### src/rtl/reservation_station.sv
// Reservation station for ALU/branch ops: issue into a free slot, capture operands from two CDBs, dispatch one ready op per cycle.
// Optional macro RS_AGE_SELECT_EN switches select from lowest-index to oldest-by-ROB-distance.
module reservation_station #(
  parameter int RS_SIZE      = 16,
  parameter int RS_SIZE_LOG  = 4,
  parameter int ROB_SIZE_LOG = 4,
  parameter int OP_SIZE_LOG  = 5
) (
  input  logic                    clk,
  input  logic                    rst,
  input  logic                    rdy,
  input  logic                    jump_rst,
  input  logic                    RS_send,
  input  logic [31:0]             Vj,
  input  logic [31:0]             Vk,
  input  logic [ROB_SIZE_LOG-1:0] Qj,
  input  logic [ROB_SIZE_LOG-1:0] Qk,
  input  logic                    Pj,
  input  logic                    Pk,
  input  logic [OP_SIZE_LOG-1:0]  issue_op,
  input  logic [31:0]             issue_imm,
  input  logic [31:0]             issue_curPC,
  input  logic [ROB_SIZE_LOG-1:0] issue_reorder,
  input  logic [ROB_SIZE_LOG-1:0] ROB_head,
  input  logic                    ALU_cdb_valid,
  input  logic [ROB_SIZE_LOG-1:0] ALU_cdb_reorder,
  input  logic [31:0]             ALU_cdb_value,
  input  logic                    LSB_cdb_valid,
  input  logic [ROB_SIZE_LOG-1:0] LSB_cdb_reorder,
  input  logic [31:0]             LSB_cdb_value,
  output logic                    RS_full,
  output logic                    ALU_valid,
  output logic [OP_SIZE_LOG-1:0]  ALU_op,
  output logic [31:0]             ALU_Vj,
  output logic [31:0]             ALU_Vk,
  output logic [31:0]             ALU_imm,
  output logic [31:0]             ALU_curPC,
  output logic [ROB_SIZE_LOG-1:0] ALU_reorder
);

  // Issue handshake: RS_send is valid, !RS_full is ready; an op transfers at an edge where
  // both hold with rdy=1 and no flush. There is no backpressure on the dispatch side.
  logic [RS_SIZE-1:0]      r_busy;
  logic [RS_SIZE-1:0]      r_pj;
  logic [RS_SIZE-1:0]      r_pk;
  logic [OP_SIZE_LOG-1:0]  r_op      [RS_SIZE];
  logic [31:0]             r_vj      [RS_SIZE];
  logic [31:0]             r_vk      [RS_SIZE];
  logic [31:0]             r_imm     [RS_SIZE];
  logic [31:0]             r_pc      [RS_SIZE];
  logic [ROB_SIZE_LOG-1:0] r_qj      [RS_SIZE];
  logic [ROB_SIZE_LOG-1:0] r_qk      [RS_SIZE];
  logic [ROB_SIZE_LOG-1:0] r_reorder [RS_SIZE];

  logic [RS_SIZE-1:0]     w_ready;
  logic                   w_sel_found;
  logic [RS_SIZE_LOG-1:0] w_sel_idx;
  logic [RS_SIZE_LOG-1:0] w_free_idx;
  logic                   w_issue;

  logic        w_j_alu_hit, w_j_lsb_hit, w_k_alu_hit, w_k_lsb_hit;
  logic        w_in_pj, w_in_pk;
  logic [31:0] w_in_vj, w_in_vk;

  assign RS_full = &r_busy;
  assign w_ready = r_busy & r_pj & r_pk;
  assign w_issue = RS_send && !RS_full;

  // Operands arriving on a CDB in the issue cycle are captured directly; ALU CDB wins a tie.
  assign w_j_alu_hit = !Pj && ALU_cdb_valid && (ALU_cdb_reorder == Qj);
  assign w_j_lsb_hit = !Pj && LSB_cdb_valid && (LSB_cdb_reorder == Qj);
  assign w_k_alu_hit = !Pk && ALU_cdb_valid && (ALU_cdb_reorder == Qk);
  assign w_k_lsb_hit = !Pk && LSB_cdb_valid && (LSB_cdb_reorder == Qk);
  assign w_in_pj = Pj || w_j_alu_hit || w_j_lsb_hit;
  assign w_in_pk = Pk || w_k_alu_hit || w_k_lsb_hit;
  assign w_in_vj = w_j_alu_hit ? ALU_cdb_value : (w_j_lsb_hit ? LSB_cdb_value : Vj);
  assign w_in_vk = w_k_alu_hit ? ALU_cdb_value : (w_k_lsb_hit ? LSB_cdb_value : Vk);

  always_comb begin
    w_free_idx = '0;
    for (int i = RS_SIZE - 1; i >= 0; i--) begin
      if (!r_busy[i]) w_free_idx = RS_SIZE_LOG'(i);
    end
  end

`ifdef RS_AGE_SELECT_EN
  always_comb begin : sel_age
    logic [ROB_SIZE_LOG-1:0] v_age;
    logic [ROB_SIZE_LOG-1:0] v_best;
    w_sel_found = 1'b0;
    w_sel_idx   = '0;
    v_age       = '0;
    v_best      = '1;
    for (int i = 0; i < RS_SIZE; i++) begin
      v_age = r_reorder[i] - ROB_head;
      if (w_ready[i] && (!w_sel_found || (v_age < v_best))) begin
        w_sel_found = 1'b1;
        w_sel_idx   = RS_SIZE_LOG'(i);
        v_best      = v_age;
      end
    end
  end
`else
  logic w_unused_head;
  assign w_unused_head = ^ROB_head;

  always_comb begin
    w_sel_found = 1'b0;
    w_sel_idx   = '0;
    for (int i = RS_SIZE - 1; i >= 0; i--) begin
      if (w_ready[i]) begin
        w_sel_found = 1'b1;
        w_sel_idx   = RS_SIZE_LOG'(i);
      end
    end
  end
`endif

  always_ff @(posedge clk) begin
    if (rst) begin
      r_busy      <= '0;
      ALU_valid   <= 1'b0;
      ALU_op      <= '0;
      ALU_Vj      <= '0;
      ALU_Vk      <= '0;
      ALU_imm     <= '0;
      ALU_curPC   <= '0;
      ALU_reorder <= '0;
    end else if (jump_rst) begin
      r_busy    <= '0;
      ALU_valid <= 1'b0;
    end else if (!rdy) begin
      ALU_valid <= 1'b0;
    end else begin
      for (int i = 0; i < RS_SIZE; i++) begin
        if (r_busy[i] && !r_pj[i]) begin
          if (ALU_cdb_valid && (ALU_cdb_reorder == r_qj[i])) begin
            r_vj[i] <= ALU_cdb_value;
            r_pj[i] <= 1'b1;
          end else if (LSB_cdb_valid && (LSB_cdb_reorder == r_qj[i])) begin
            r_vj[i] <= LSB_cdb_value;
            r_pj[i] <= 1'b1;
          end
        end
        if (r_busy[i] && !r_pk[i]) begin
          if (ALU_cdb_valid && (ALU_cdb_reorder == r_qk[i])) begin
            r_vk[i] <= ALU_cdb_value;
            r_pk[i] <= 1'b1;
          end else if (LSB_cdb_valid && (LSB_cdb_reorder == r_qk[i])) begin
            r_vk[i] <= LSB_cdb_value;
            r_pk[i] <= 1'b1;
          end
        end
      end

      ALU_valid <= w_sel_found;
      if (w_sel_found) begin
        ALU_op            <= r_op[w_sel_idx];
        ALU_Vj            <= r_vj[w_sel_idx];
        ALU_Vk            <= r_vk[w_sel_idx];
        ALU_imm           <= r_imm[w_sel_idx];
        ALU_curPC         <= r_pc[w_sel_idx];
        ALU_reorder       <= r_reorder[w_sel_idx];
        r_busy[w_sel_idx] <= 1'b0;
      end

      // The free slot is never busy, so it cannot collide with the dispatched slot.
      if (w_issue) begin
        r_busy[w_free_idx]    <= 1'b1;
        r_op[w_free_idx]      <= issue_op;
        r_vj[w_free_idx]      <= w_in_vj;
        r_vk[w_free_idx]      <= w_in_vk;
        r_pj[w_free_idx]      <= w_in_pj;
        r_pk[w_free_idx]      <= w_in_pk;
        r_qj[w_free_idx]      <= Qj;
        r_qk[w_free_idx]      <= Qk;
        r_imm[w_free_idx]     <= issue_imm;
        r_pc[w_free_idx]      <= issue_curPC;
        r_reorder[w_free_idx] <= issue_reorder;
      end
    end
  end

endmodule

### config.mk
export PLATFORM = sky130hd
export DESIGN_NAME = reservation_station
export DESIGN_NICKNAME = d
export VERILOG_FILES = /design/src/rtl/reservation_station.sv
export SDC_FILE = /design/constraint.sdc
export NUM_CORES = 2
export LEC_CHECK = 0
export ABC_AREA = 1
export CAP_MARGIN = 10
export CORE_ASPECT_RATIO = 0.8
export CORE_MARGIN = 1.5
export CORE_UTILIZATION = 30
export CTS_CLUSTER_DIAMETER = 60
export DETAILED_ROUTE_END_ITERATION = 16
export PLACE_DENSITY = 0.49
export SLEW_MARGIN = 20
export SYNTH_ARGS = -nofsm -noshare
export SYNTH_HDL_FRONTEND = slang
export SYNTH_SLANG_ARGS = --single-unit
### constraint.sdc
create_clock -name clk -period 9.1 [get_ports clk]
set_input_delay 1.82 -clock clk [delete_from_list [all_inputs] [get_ports clk]]
set_output_delay 1.82 -clock clk [all_outputs]
set_load 0.01 [all_outputs]
==> Implementation_results.wiki <==
{| class="wikitable"
! Metric !! Value
|-
| Wire length of the first global-routing pass || 776800 µm
|-
| Final Util || 0.3456
|-
| Clock Root Buffer || clkbuf_16
|-
| Number of buffers inserted during clock tree synthesis || 306
|-
| Final slew viol count || 0
|-
| Routed length per placed instance || 28.37 µm
|-
| Worst hold path endpoint || ALU_imm[6]
|-
| Setup repair after global routing missed its margin || false
|-
| Routability Congestion || 0.8312
|-
| Synthesized instance count || 14282
|-
| Worst hold stages || 2
|-
| Count of cells resized by post-cts repair || 0
|-
| Mean cell area of the mapped netlist || 8.921 µm²
|-
| Fraction of registers with async set/reset || 0
|-
| Critical setup path kind || register to register
|-
| Most frequently used flop master after synthesis || edfxtp_1
|-
| Max-Slew Margin vs Limit || 0.1488
|-
| Relative contribution of the clock network to total power || 0.473
|-
| Final period util || 0.6718
|-
| Die width || 731.6 µm
|-
| Pin count of the biggest net entering global routing || 188
|-
| Crit-path most repeated cell || nand2_1
|-
| Clock slew at the register clock pins of the worst setup and hold paths || 60 ps
|-
| Number of nets at the end of the flow || 14044
|-
| Status || finished, final reports clean
|-
| Met2 usage in global routing || 0.3742
|-
| Worst path arrival time || 6990 ps
|-
| Remaining routing DRC violations || 0
|-
| Clock latency of the later-clocked register in the worst-skew pair || 1040 ps
|-
| Number of buffers inserted by hold repair at cts || 0
|-
| Postcts setup bufs || 0
|-
| Total via count after detailed routing || 110841
|-
| Critical Path Source Type || register
|-
| Part of the power in registers || 0.482
|-
| Layer with the highest usage after global routing || met2
|-
| Final number of setup-violating endpoints || 0
|-
| Die Footprint || 428600 µm²
|-
| Reported leakage power || 0.05394 µW
|-
| Yosys synthesis warning count || 0
|-
| Max Buffers Root-to-Sink || 4
|-
| Layout-stage area growth over the synthesis result || 14.44%
|-
| Post-Syn Nets || 14512
|-
| Vias/cell || 5.633
|-
| Switching power total || 6233 µW
|-
| Core region area || 421900 µm²
|-
| Count of nets left with antenna violations after detail routing || 0
|-
| Power per Cell Area || 179.9 nW/µm²
|-
| Worst vdd rail ir drop || 0.1423 mV
|-
| Count of unique library cells instantiated by Yosys || 41
|-
| Std cell rows || 213
|-
| Cell internal pwr || 20000 µW
|-
| HPWL after detailed placement || 294100 µm
|-
| Reported max-cap violation count || 0
|-
| Initial core utilization || 0.3020
|-
| Met3 layer usage reported by global route || 0.05170
|-
| Length in cells of the worst reg-to-reg path || 25
|-
| Worst reg2reg startpoint || r_busy[15]
|-
| Port buffer count || 364
|-
| Largest driver fanout on the critical path || 74
|-
| Met1 routing resource usage after global routing || 0.3574
|-
| Family with the most delay on the worst path || simple AND/OR/NAND/NOR gates
|-
| Crit path capture type || register
|-
| Total routing resource utilization after global routing || 0.2498
|-
| Library cell contributing the largest single delay on the critical path || buf_4
|-
| Achievable Freq || 163.6 MHz
|-
| Grt ovf || 0
|-
| Transition time at the pin with the least slew margin || 1267 ps
|-
| Yosys reg bits || 2506
|-
| Number of enable-type register cells in the synthesized netlist || 2352
|-
| Critical R2R Capture || ALU_Vj[7]
|-
| Number of antenna violations at the first check in global routing || 68
|-
| HP Start || ALU_imm[6]
|-
| Share of layout cells above drive strength 1 || 0.05965
|-
| Number of global-route vias before repair || 100038
|-
| Iteration-0 DRC Markers || 15409
|-
| Sequential element share of the synthesized area || 0.5785
|-
| Number of sinks on the clock net || 2506
|-
| WP buf/inv || 1
|-
| H-tree depth || 5
|-
| Vertical die dimension || 585.9 µm
|-
| Detailed-routing iteration count for the pre-antenna-repair pass || 6
|-
| Sw frac || 0.2376
|-
| Wire length after detailed routing || 558300 µm
|-
| Largest incremental delay on the critical path || 800 ps
|-
| Skew final || 123.2 ps
|-
| Post-synth design cell area || 127400 µm²
|-
| Final Hold Fails || 0
|-
| Class of the tightest hold or removal check || register to register
|-
| Count of pins on the block boundary || 369
|-
| Post-route setup TNS || 0 ps
|-
| CTS tree || done
|-
| Critical path data required time || 9970 ps
|-
| Final critical-path required period || 6113 ps
|-
| Combinational fraction of design power || 0.046
|-
| Worst setup slack for register-to-register paths || 2990 ps
|}
[layout by cell type, fill, tap and decap left out, drive strengths merged, types with 2 or more instances in the layout]
cell           count
edfxtp          2352
nand3b           138
clkdlybuf4s50    362
o211ai           130
a2111oi            2
nor3              45
nor2             432
xnor2              4
nand3           1707
nand2b            20
inv              717
a221oi            56
o22ai             65
diode             23
nand4            845
a211oi             5
bufinv            20
o2111ai           26
buf              276
clkinv           109
mux2i              2
clkinvlp           9
xor2               3
dfxtp            154
nor4               7
a21oi            203
nand2           3771
o21ai           2185
clkbuf           406
o2111a            10
[cells by family after synthesis]
logic type	Yosys count	share of synthesized area
and+or+nand+nor	6966	0.2441
AOI/OAI and AO/OA	2685	0.1119
DFF	2506	0.5785
buffers and inverters	2116	0.06487
xor gates and xnor gates	7	0.0004812
muxes	2	0.0001571
[power groups by stage]
stage	combinational, µW	clock, µW	sequential (µW)
final	1200	12400	12600
after detailed placement	1180	0	12900
after global placement	1160	0	12900
after CTS	1180	12500	12600
after global routing	1330	13000	12600
after floorplan	666	0	12900
[state kept, by name, summed over array words and instances (netlist names)]
name / count
r_imm: 512
r_pc: 512
r_vj: 512
r_vk: 512
r_op: 80
r_qj: 64
r_qk: 64
r_reorder: 64
ALU_Vj: 32
ALU_Vk: 32
ALU_curPC: 32
ALU_imm: 32
r_busy: 16
r_pj: 16
r_pk: 16
ALU_op: 5
ALU_reorder: 4
ALU_valid: 1
[worst min-delay path: cells and delay by family (launching register included)]
family	cells	cell delay, ps
DFF	1	320
and+or+nand+nor	1	90
AOI/OAI and AO/OA	1	80
[synthesized netlist by cell type (26+ instances only)]
cell | instances | area share
nand2_1 | 3767 | 0.11
edfxtp_1 | 2352 | 0.55
o21ai_0 | 2019 | 0.079
nand3_1 | 1707 | 0.067
clkbuf_1 | 985 | 0.029
nand4_1 | 845 | 0.041
inv_1 | 684 | 0.020
nor2_1 | 424 | 0.012
buf_2 | 249 | 0.0098
a21oi_1 | 202 | 0.0079
buf_1 | 178 | 0.0052
o21ai_1 | 166 | 0.0065
dfxtp_1 | 154 | 0.024
nand3b_1 | 138 | 0.0081
o211ai_1 | 130 | 0.0077
o22ai_1 | 65 | 0.0032
a221oi_1 | 56 | 0.0038
nor3_1 | 44 | 0.0017
o2111ai_1 | 26 | 0.0018
[final cells by class]
type,count,area [µm²]
Multi-Input combinational cell,9660,46180
Clock inverter,153,1694
Tap cell,5590,6994
Fill cell,42581,276100
Timing Repair Buffer,638,6202
Clock buffer,406,8235
Antenna cell,23,57.56
Sequential cell,2506,73710
Inverter,702,2729
[worst max-delay path by stage]
| stage | from | end | slack, ps | cells after the start |
|---|---|---|---|---|
| after detailed placement | LSB_cdb_reorder[2] | r_vj[12][30] | 2610 | 11 |
| after global routing | r_busy[13] | ALU_curPC[21] | 2690 | 22 |
| final | r_busy[15] | ALU_Vj[7] | 2990 | 25 |
| after global placement | LSB_cdb_reorder[2] | r_vj[12][22] | 2610 | 11 |
| after floorplan | rst | r_vj[7][0] | 190 | 8 |
| after CTS | r_busy[15] | ALU_curPC[15] | 3080 | 24 |
[metal layers]
metal | up-vias | part of all wire
met2 | 6159 | 0.43
met3 | 1008 | 0.10
met1 | 54240 | 0.43
li1 | 49400 | -
met4 | 34 | 0.036
met5 | - | 0.00035
[metrics by stage]
step           setup slack [ps]  hold WS (ps)  instances  cell area, µm²  total power [µW]
6_report                   2987         522.4      19678          145800             26230
3_5_place_dp               2611         511.5      19095          135800             14050
3_3_place_gp               2607         508.2      19095          135800             14040
4_1_cts                    3079         529.2      19654          145700             26360
5_1_grt                    2692         553.6      19668          145800             26930
2_1_floorplan             185.2         497.3      14282          127400             13540
(Power assumes the default switching activity.)
